## config.mk

```make
export PLATFORM = sky130hd
export DESIGN_NAME = store_buffer_flat
export DESIGN_NICKNAME = d
export VERILOG_FILES = /design/src/rtl/store_buffer_pkg.sv /design/src/rtl/store_buffer_if.sv /design/src/rtl/store_buffer_sb_fifo.sv /design/src/rtl/store_buffer.sv /design/src/flat_wrapper.sv
export SDC_FILE = /design/constraint.sdc
export NUM_CORES = 1
export LEC_CHECK = 0
export CELL_PAD_IN_SITES_DETAIL_PLACEMENT = 2
export CELL_PAD_IN_SITES_GLOBAL_PLACEMENT = 2
export CORE_UTILIZATION = 38
export DETAILED_ROUTE_END_ITERATION = 16
export PLACE_DENSITY = 0.81
export SYNTH_ARGS = -nofsm -noshare
export SYNTH_HDL_FRONTEND = slang
export SYNTH_SLANG_ARGS = --single-unit
```

## constraint.sdc

```tcl
create_clock -name clk -period 4.28 [get_ports clk]
set_input_delay 0.856 -clock clk [delete_from_list [all_inputs] [get_ports clk]]
set_output_delay 0.856 -clock clk [all_outputs]
set_load 0.1 [all_outputs]
```

## src/rtl/store_buffer_pkg.sv

```systemverilog
// Shared definitions for the store buffer: access-size encodings and the
// default queue depth.
package store_buffer_pkg;

    localparam logic [1:0] SIZE_B = 2'd0;
    localparam logic [1:0] SIZE_H = 2'd1;
    localparam logic [1:0] SIZE_W = 2'd2;

    localparam int SB_DEPTH = 4;

endpackage

```

## src/rtl/store_buffer_if.sv

```systemverilog
// Core-side and memory-side signals of the store buffer. The slave modport is
// the buffer itself; the master modport is the core plus the data memory.
interface store_buffer_if #(
    parameter int DEPTH = 4,
    parameter int AW    = 32,
    parameter int DW    = 32
);
    logic                     core_wr_en;
    logic                     core_rd_en;
    logic [AW-1:0]            core_addr;
    logic [DW-1:0]            core_wdata;
    logic [1:0]               core_size;
    logic                     core_sign_ext;
    logic                     core_fence;
    logic [DW-1:0]            core_rdata;
    logic                     core_stall;

    logic                     mem_wr_en;
    logic                     mem_rd_en;
    logic [AW-1:0]            mem_addr;
    logic [DW-1:0]            mem_wdata;
    logic [1:0]               mem_size;
    logic                     mem_sign_ext;
    logic [DW-1:0]            mem_rdata;

    logic [$clog2(DEPTH):0]   sb_count;

    modport slave (
        input  core_wr_en, core_rd_en, core_addr, core_wdata, core_size,
               core_sign_ext, core_fence, mem_rdata,
        output core_rdata, core_stall, mem_wr_en, mem_rd_en, mem_addr,
               mem_wdata, mem_size, mem_sign_ext, sb_count
    );

    modport master (
        output core_wr_en, core_rd_en, core_addr, core_wdata, core_size,
               core_sign_ext, core_fence, mem_rdata,
        input  core_rdata, core_stall, mem_wr_en, mem_rd_en, mem_addr,
               mem_wdata, mem_size, mem_sign_ext, sb_count
    );

endinterface

```

## src/rtl/store_buffer_sb_fifo.sv

```systemverilog
// Generic synchronous FIFO with a combinational head read. Pushes when full
// and pops when empty are ignored.
module sb_fifo #(
    parameter int W     = 8,
    parameter int DEPTH = 4
) (
    input  logic                   clk,
    input  logic                   rst,
    input  logic                   push,
    input  logic                   pop,
    input  logic [W-1:0]           din,
    output logic [W-1:0]           dout,
    output logic                   full,
    output logic                   empty,
    output logic [$clog2(DEPTH):0] count
);
    localparam int PW = $clog2(DEPTH);
    localparam int CW = PW + 1;

    logic [W-1:0]     ram [DEPTH];
    logic [DEPTH-1:0] vld;
    logic [PW-1:0]    head;
    logic [PW-1:0]    tail;
    logic             do_push;
    logic             do_pop;

    assign full    = (count == CW'(DEPTH));
    assign empty   = (count == '0);
    assign do_push = push && !full;
    assign do_pop  = pop && !empty;
    assign dout    = vld[head] ? ram[head] : '0;

    // Payload storage carries no reset; only the bookkeeping is cleared.
    always_ff @(posedge clk) begin
        if (do_push)
            ram[tail] <= din;
    end

    always_ff @(posedge clk) begin
        if (rst) begin
            head  <= '0;
            tail  <= '0;
            count <= '0;
            vld   <= '0;
        end else begin
            if (do_push) begin
                vld[tail] <= 1'b1;
                tail      <= tail + PW'(1);
            end
            if (do_pop) begin
                vld[head] <= 1'b0;
                head      <= head + PW'(1);
            end
            if (do_push && !do_pop)
                count <= count + CW'(1);
            else if (!do_push && do_pop)
                count <= count - CW'(1);
        end
    end

endmodule

```

## src/rtl/store_buffer.sv

```systemverilog
// Posted-write buffer between the core data port and data memory. Stores
// drain one per cycle; loads pass straight through only once the queue is empty.
module store_buffer
    import store_buffer_pkg::*;
#(
    parameter int DEPTH = SB_DEPTH,
    parameter int AW    = 32,
    parameter int DW    = 32
) (
    input logic           clk,
    input logic           rst,
    store_buffer_if.slave sb
);
    typedef struct packed {
        logic [AW-1:0] addr;
        logic [DW-1:0] data;
        logic [1:0]    size;
    } entry_t;

    entry_t                 push_entry;
    entry_t                 head;
    logic                   full;
    logic                   empty;
    logic                   load_ok;
    logic [$clog2(DEPTH):0] count;

    assign push_entry = '{addr: sb.core_addr, data: sb.core_wdata, size: sb.core_size};

    sb_fifo #(
        .W     ($bits(entry_t)),
        .DEPTH (DEPTH)
    ) fifo (
        .clk   (clk),
        .rst   (rst),
        .push  (sb.core_wr_en),
        .pop   (!empty),
        .din   (push_entry),
        .dout  (head),
        .full  (full),
        .empty (empty),
        .count (count)
    );

    // A store in the same cycle wins over a load; the load is simply dropped.
    assign load_ok = sb.core_rd_en && !sb.core_wr_en && empty;

    always_comb begin
        sb.mem_wr_en    = 1'b0;
        sb.mem_rd_en    = 1'b0;
        sb.mem_addr     = '0;
        sb.mem_wdata    = '0;
        sb.mem_size     = '0;
        sb.mem_sign_ext = 1'b0;
        sb.core_rdata   = '0;
        sb.core_stall   = 1'b0;
        sb.sb_count     = '0;
        if (!rst) begin
            if (!empty) begin
                sb.mem_wr_en = 1'b1;
                sb.mem_addr  = head.addr;
                sb.mem_wdata = head.data;
                sb.mem_size  = head.size;
            end else if (load_ok) begin
                sb.mem_rd_en    = 1'b1;
                sb.mem_addr     = sb.core_addr;
                sb.mem_size     = sb.core_size;
                sb.mem_sign_ext = sb.core_sign_ext;
                sb.core_rdata   = sb.mem_rdata;
            end
            sb.core_stall = (sb.core_wr_en && full)
                          || (sb.core_rd_en && !sb.core_wr_en && !empty)
                          || (sb.core_fence && !empty);
            sb.sb_count   = count;
        end
    end

endmodule

```

## src/flat_wrapper.sv

```systemverilog
// flat-port wrapper written by rule: the top's interface ports become plain ports
module store_buffer_flat import store_buffer_pkg::*;
#(
    parameter int DEPTH = SB_DEPTH,
    parameter int AW    = 32,
    parameter int DW    = 32
)
  (clk, rst, sb_core_wr_en, sb_core_rd_en, sb_core_addr, sb_core_wdata, sb_core_size, sb_core_sign_ext, sb_core_fence, sb_mem_rdata, sb_core_rdata, sb_core_stall, sb_mem_wr_en, sb_mem_rd_en, sb_mem_addr, sb_mem_wdata, sb_mem_size, sb_mem_sign_ext, sb_sb_count);
  store_buffer_if #(.DEPTH(DEPTH), .AW(AW), .DW(DW)) sb_i ();
  input logic clk;
  input logic rst;
  input wire logic [$bits(sb_i.core_wr_en)-1:0] sb_core_wr_en;
  input wire logic [$bits(sb_i.core_rd_en)-1:0] sb_core_rd_en;
  input wire logic [$bits(sb_i.core_addr)-1:0] sb_core_addr;
  input wire logic [$bits(sb_i.core_wdata)-1:0] sb_core_wdata;
  input wire logic [$bits(sb_i.core_size)-1:0] sb_core_size;
  input wire logic [$bits(sb_i.core_sign_ext)-1:0] sb_core_sign_ext;
  input wire logic [$bits(sb_i.core_fence)-1:0] sb_core_fence;
  input wire logic [$bits(sb_i.mem_rdata)-1:0] sb_mem_rdata;
  output wire logic [$bits(sb_i.core_rdata)-1:0] sb_core_rdata;
  output wire logic [$bits(sb_i.core_stall)-1:0] sb_core_stall;
  output wire logic [$bits(sb_i.mem_wr_en)-1:0] sb_mem_wr_en;
  output wire logic [$bits(sb_i.mem_rd_en)-1:0] sb_mem_rd_en;
  output wire logic [$bits(sb_i.mem_addr)-1:0] sb_mem_addr;
  output wire logic [$bits(sb_i.mem_wdata)-1:0] sb_mem_wdata;
  output wire logic [$bits(sb_i.mem_size)-1:0] sb_mem_size;
  output wire logic [$bits(sb_i.mem_sign_ext)-1:0] sb_mem_sign_ext;
  output wire logic [$bits(sb_i.sb_count)-1:0] sb_sb_count;
  assign sb_i.core_wr_en = sb_core_wr_en;
  assign sb_i.core_rd_en = sb_core_rd_en;
  assign sb_i.core_addr = sb_core_addr;
  assign sb_i.core_wdata = sb_core_wdata;
  assign sb_i.core_size = sb_core_size;
  assign sb_i.core_sign_ext = sb_core_sign_ext;
  assign sb_i.core_fence = sb_core_fence;
  assign sb_i.mem_rdata = sb_mem_rdata;
  assign sb_core_rdata = sb_i.core_rdata;
  assign sb_core_stall = sb_i.core_stall;
  assign sb_mem_wr_en = sb_i.mem_wr_en;
  assign sb_mem_rd_en = sb_i.mem_rd_en;
  assign sb_mem_addr = sb_i.mem_addr;
  assign sb_mem_wdata = sb_i.mem_wdata;
  assign sb_mem_size = sb_i.mem_size;
  assign sb_mem_sign_ext = sb_i.mem_sign_ext;
  assign sb_sb_count = sb_i.sb_count;
  store_buffer #(.DEPTH(DEPTH), .AW(AW), .DW(DW)) u_core (.clk(clk), .rst(rst), .sb(sb_i));
endmodule
```

; ---- After elaboration in Yosys (flattened, before gate mapping)
; Memory sizes are Yosys's and may differ from the RTL's. A register that Yosys moved wholly into a read port is not among the register bits.
; Index checks and enable logic that the tools add are counted.
; Widths: inputs -> output; s select.
[totals]
reg_bits = 11
ram_bits = 264
inputBits = 104
out_inout_bits = 105
elab_cells = 72
mem_count = 1
[classes]
addsub = 4
order_cmp = 4
n_eq_ne = 1
mux = 37
bitwise_logic = 3
reduce_logical = 18
[mem_list]
columns = memory, depth, word_bits, rd, rd_ports_with_merged_regs, write_ports, line_no
row1 = u_core.fifo.ram, 4, 66, 1, 1, 1, store_buffer_sb_fifo.sv:20  ; logic [W-1:0] ram [DEPTH];
[op_table]
columns = operator, count
row1 = $mux 32, 8
row2 = $mux 66, 1
row3 = $mux 1, 14
row4 = $mux 4, 3
row5 = $logic_and 1x1->1, 10
row6 = $mux 2, 5
row7 = $mux 3, 3
row8 = $lt 2x3->1 const B, 2
row9 = $add 2x1->2 const B, 2
row10 = $and 4x4->4, 1
row11 = $demux 1 s2, 2
row12 = $ge 2x1->1 const B, 2
row13 = $logic_not 1->1, 4
row14 = $not 4->4, 1
row15 = $or 4x4->4, 1
row16 = $add 3x1->3 const B, 1
row17 = $eq 3x3->1 const B, 1
row18 = $logic_not 3->1, 1
row19 = $sub 3x1->3 const B, 1
row20 = $bmux 1 s2, 1
row21 = $logic_or 1x1->1, 2
row22 = $reduce_bool 2->1, 1

; ---- Logic depth before layout (Yosys ltp)
[depth]
word_depth = 9
mapped_depth = 10
ltp_nobuf = 7

; ---- By module
; A second synthesis with hierarchy kept.
[hier_totals]
hier_cells = 689
area_unflattened_um2 = 11997.8
[by_module_without_submodules]
columns = mod, n_inst, cells_per_inst, area_per_inst_um2
row1 = sb_fifo, 1, 487, 10720.3
row2 = store_buffer, 1, 202, 1277.5

; ---- Least setup slack after synthesis
; Ideal clock, no wire load.
[synth_timing]
path_kind = input -> output
start = input port rst
end = output port sb_core_stall
arrival_ns = 3.296
required_time_ns = 3.424
path_slack_ns = 0.128
stages = 3
n_path_buf = 2
cell_sequence = buf_2 -> buf_1 -> nor3_1
[synth_via]
elab_chain_cells = 1
[synth_lines]
columns = item, line_no
row1 = start: declaration, flat_wrapper.sv:11  ; input logic rst;
row2 = $mux 1, store_buffer.sv:57  ; if (!rst) begin
row3 = end: declaration, flat_wrapper.sv:21  ; output wire logic [$bits(sb_i.core_stall)-1:0] sb_core_stall;
; No other way between the ends.

; ---- Worst setup path in the final report
[layout_timing]
start = register u_core.fifo.head[0]
end = output port sb_mem_wdata[19]
[layout_via]
elab_chain_cells = 5
[layout_lines]
columns = item, line_no
row1 = start: declaration, store_buffer_sb_fifo.sv:22  ; logic [PW-1:0] head;
row2 = start signal: assignment, store_buffer_sb_fifo.sv:52  ; head <= head + PW'(1);
row3 = $bmux 1 s2, store_buffer_sb_fifo.sv:31  ; assign dout = vld[head] ? ram[head] : '0;
row4 = $mux 1 (implied by the code), store_buffer_sb_fifo.sv:31
row5 = $mux 66, store_buffer_sb_fifo.sv:31
row6 = $mux 32, store_buffer.sv:58  ; if (!empty) begin
row7 = $mux 32, store_buffer.sv:57
row8 = end: declaration, flat_wrapper.sv:25  ; output wire logic [$bits(sb_i.mem_wdata)-1:0] sb_mem_wdata;
; No other way between the ends. The select of a mux whose other input is x is not followed.

==> results.yml <==
outcome:
  outcome: "finished, final reports clean"
synthesis:
  syn_nets: 727
  yosysTopAreaCell: "edfxtp_1"
  seq_area_frac_synth_pct: 72.2
  synthCells: 614
  synthTopCellsByArea: "edfxtp_1 (70%), mux4_2 (13%), and3_1 (3.6%), dfxtp_1 (2.3%), a21oi_2 (2.2%)"
  mappedNetlistArea_sq_um: 11300
  yosysWarnings: 0
  avgSynthCellArea_sq_um: 18.5
  ys_seq_elements: 277
  synth_top_area_share_pct: 69.9
  synth.distinct_cells: 29
critical_path:
  cp_data_required_time_ns: 3.42
  endpoint_kind: "primary output"
  crit_arrival_ns: 2.89
  path_class: "reg2out"
  cp-start-kind: "flip-flop"
  critical_path.startpoint: "u_core.fifo.head[0]$_SDFFE_PP0N_"
  crit_fanout: 35
  r2r-start: "u_core.fifo.count[0]$_SDFFE_PP0P_"
timing:
  layout_worst_path_cycle_share_pct: 87.5
  finalClockSkew_ns: 0.0117
  tns_ns: 0
  worst_pin_slew_ns: 1.07
  min_period_ns: 3.75
  hold_viol: 0
  worst_slack_ns: 0.535
  max_freq_mhz: 267
  holdWs_ns: 0.470
  rsz0062_at_grt: "no"
  relSlewSlack_pct: 28.5
  maxSlewViolCount: 0
  setup_viol: 0
die:
  start_util_pct: 39.1
  core_area_sq_um: 29000
  die-area_sq_um: 30500
  rows: 62
  die_width_um: 175
  die_y_um: 175
  io_pins: 209
power:
  p_int_mw: 6.53
  power.share.combinational_pct: 38.9
  leakagePower_nw: 5.54
  pwr-share-seq_pct: 34.2
  finalPower_mw: 10.4
  p_clk_share_pct: 26.8
  power_switching_share_pct: 37.0
  switchingPower_mw: 3.84
  peakVddDrop_uv: 411
  cellPowerDensity_nw_per_um2: 651
cts:
  clkTransAtPathRegs_ns: 0.06
  cts_hold_buf: 0
  cts_tree: "done"
  cts_resized: 0
  h-tree-depth: 1
  numCtsBuffers: 30
  worstSkewPairLatency_ns: 0.55
  clockBufferDepth: 3
  cts_setup_buffers: 0
  cts_sinks: 277
  clock_tree.root_cell: "clkbuf_16"
route:
  drc: 0
  drt_iter0_markers: 367
  via_per_inst: 5.36
  first_pass_iters: 4
  postRouteWirelength_um: 32800
  ant_nets: 0
  wl_per_cell_um: 26.6
  vias: 6588
grt:
  grt_pass1_wl_um: 49300
  grtUsageTotal_pct: 21.7
  grt_pass1_vias: 7652
  grt_overflow: 0
  grt_start_max_net_pins: 73
  antenna_found_initial: 3
place:
  io_buffers: 208
  postPlaceCellArea_sq_um: 14900
  hpwl_um: 21700
  gp_congestion: 0.764
  place_inst: 1173
  pre_cts_slack_ns: 0.586
final_layout:
  synthToLayoutAreaGrowth_pct: 40.6
  nFillCells: 2449
  drive_above_1_share_pct: 32.2
  final_nets: 934
  design_area_sq_um: 15900
  layout.cells.non_filler: 1230
  finish.utilization_pct: 54.9
job:
  cap_violations: 0
worst_hold_path:
  min-delay-start: "u_core.fifo.vld[2]$_SDFF_PP0_"
  min_path_type: "reg2reg"
[path summary, 6_finish.rpt]
check | slack, ns | cells after the start | to
worst min register to register | 0.47 | 1 | u_core.fifo.vld[2]$_SDFF_PP0_
worst max register to register | 1.83 | 4 | u_core.fifo.ram[0][11]$_DFFE_PP_
worst max-delay path | 0.53 | 4 | sb_mem_wdata[19]
worst min-delay path | 0.47 | 1 | u_core.fifo.vld[2]$_SDFF_PP0_
[registers in the layout, summed over array words and instances (netlist names), named ones only]
name               count
u_core.fifo.ram      264
u_core.fifo.vld        4
u_core.fifo.count      3
u_core.fifo.head       2
u_core.fifo.tail       2
[metal layers]
metal  global-route usage [%]  part of all wire [%]  vias up
met5                        0                 0.043        -
met4                     4.35                   1.5        2
met3                     3.96                   4.7       38
met2                     39.2                    53      195
met1                     27.1                    41     3482
li1                         -                     -     2871
[critical path, stage by stage, from the launching register on]
cell     delay, ns
dfxtp_1       0.36
mux4_2        0.97
buf_4         0.42
and3_1        0.36
buf_12        0.22
[power groups by stage]
stage	clock network (mW)	logic (mW)	registers, mW
after global placement	0	3.93	3.57
after detailed placement	0	4.09	3.61
final	2.78	4.04	3.55
after CTS	2.82	4.10	3.56
after floorplan	0	2.80	3.40
after global routing	2.92	4.22	3.59
[area by class of cell]
class	instances	area [sq um]	share of cell area, %
Clock inverter	22	283	1.77
Timing Repair Buffer	221	3270	20.5
Multi-Input combinational cell	286	2890	18.2
Sequential cell	277	8200	51.4
Tap cell	384	480	3.02
Inverter	5	23.8	0.149
Antenna cell	1	2.50	0.0157
Clock buffer	34	787	4.94
[synth_stat cells, drive strengths merged]
cell    instances
ha              9
nor3            1
a21boi          1
buf            33
o21ai           2
nor2b           5
o21a            4
and3           65
xnor2           3
nor2           41
dfxtp          13
nand2           2
edfxtp        264
xor2            2
mux4           67
a211oi          1
or3             3
mux2i           1
clkbuf         13
a21oi          73
and2            5
a32o            1
inv             5
[layout by cell type, fill, tap and decap left out, types with 2 or more instances in the layout]
| cell | instances |
|---|---|
| a21oi_1 | 44 |
| a21oi_2 | 29 |
| and2_4 | 4 |
| and3_1 | 65 |
| buf_12 | 108 |
| buf_4 | 10 |
| bufinv_16 | 7 |
| clkbuf_1 | 3 |
| clkbuf_16 | 31 |
| clkdlybuf4s50_1 | 103 |
| clkinv_1 | 4 |
| clkinv_2 | 10 |
| dfxtp_1 | 11 |
| dfxtp_4 | 2 |
| edfxtp_1 | 264 |
| ha_1 | 9 |
| inv_1 | 4 |
| mux4_2 | 67 |
| nand2_1 | 2 |
| nor2_1 | 40 |
| nor2b_1 | 4 |
| o21a_1 | 4 |
| o21ai_0 | 2 |
| or3_1 | 3 |
| xnor2_1 | 3 |
| xor2_1 | 2 |
[kinds of logic after synthesis]
family                   share of synthesized area, %
AO/OA/AOI/OAI                                    4.76
XOR/XNOR                                        0.386
AND/OR/NAND/NOR                                  5.80
buffers and inverters                            2.43
multiplexers                                     13.4
adder cells (fa/ha/maj)                         0.994
flip-flops                                       72.2
No activity file was read; power rests on OpenSTA's default activity.
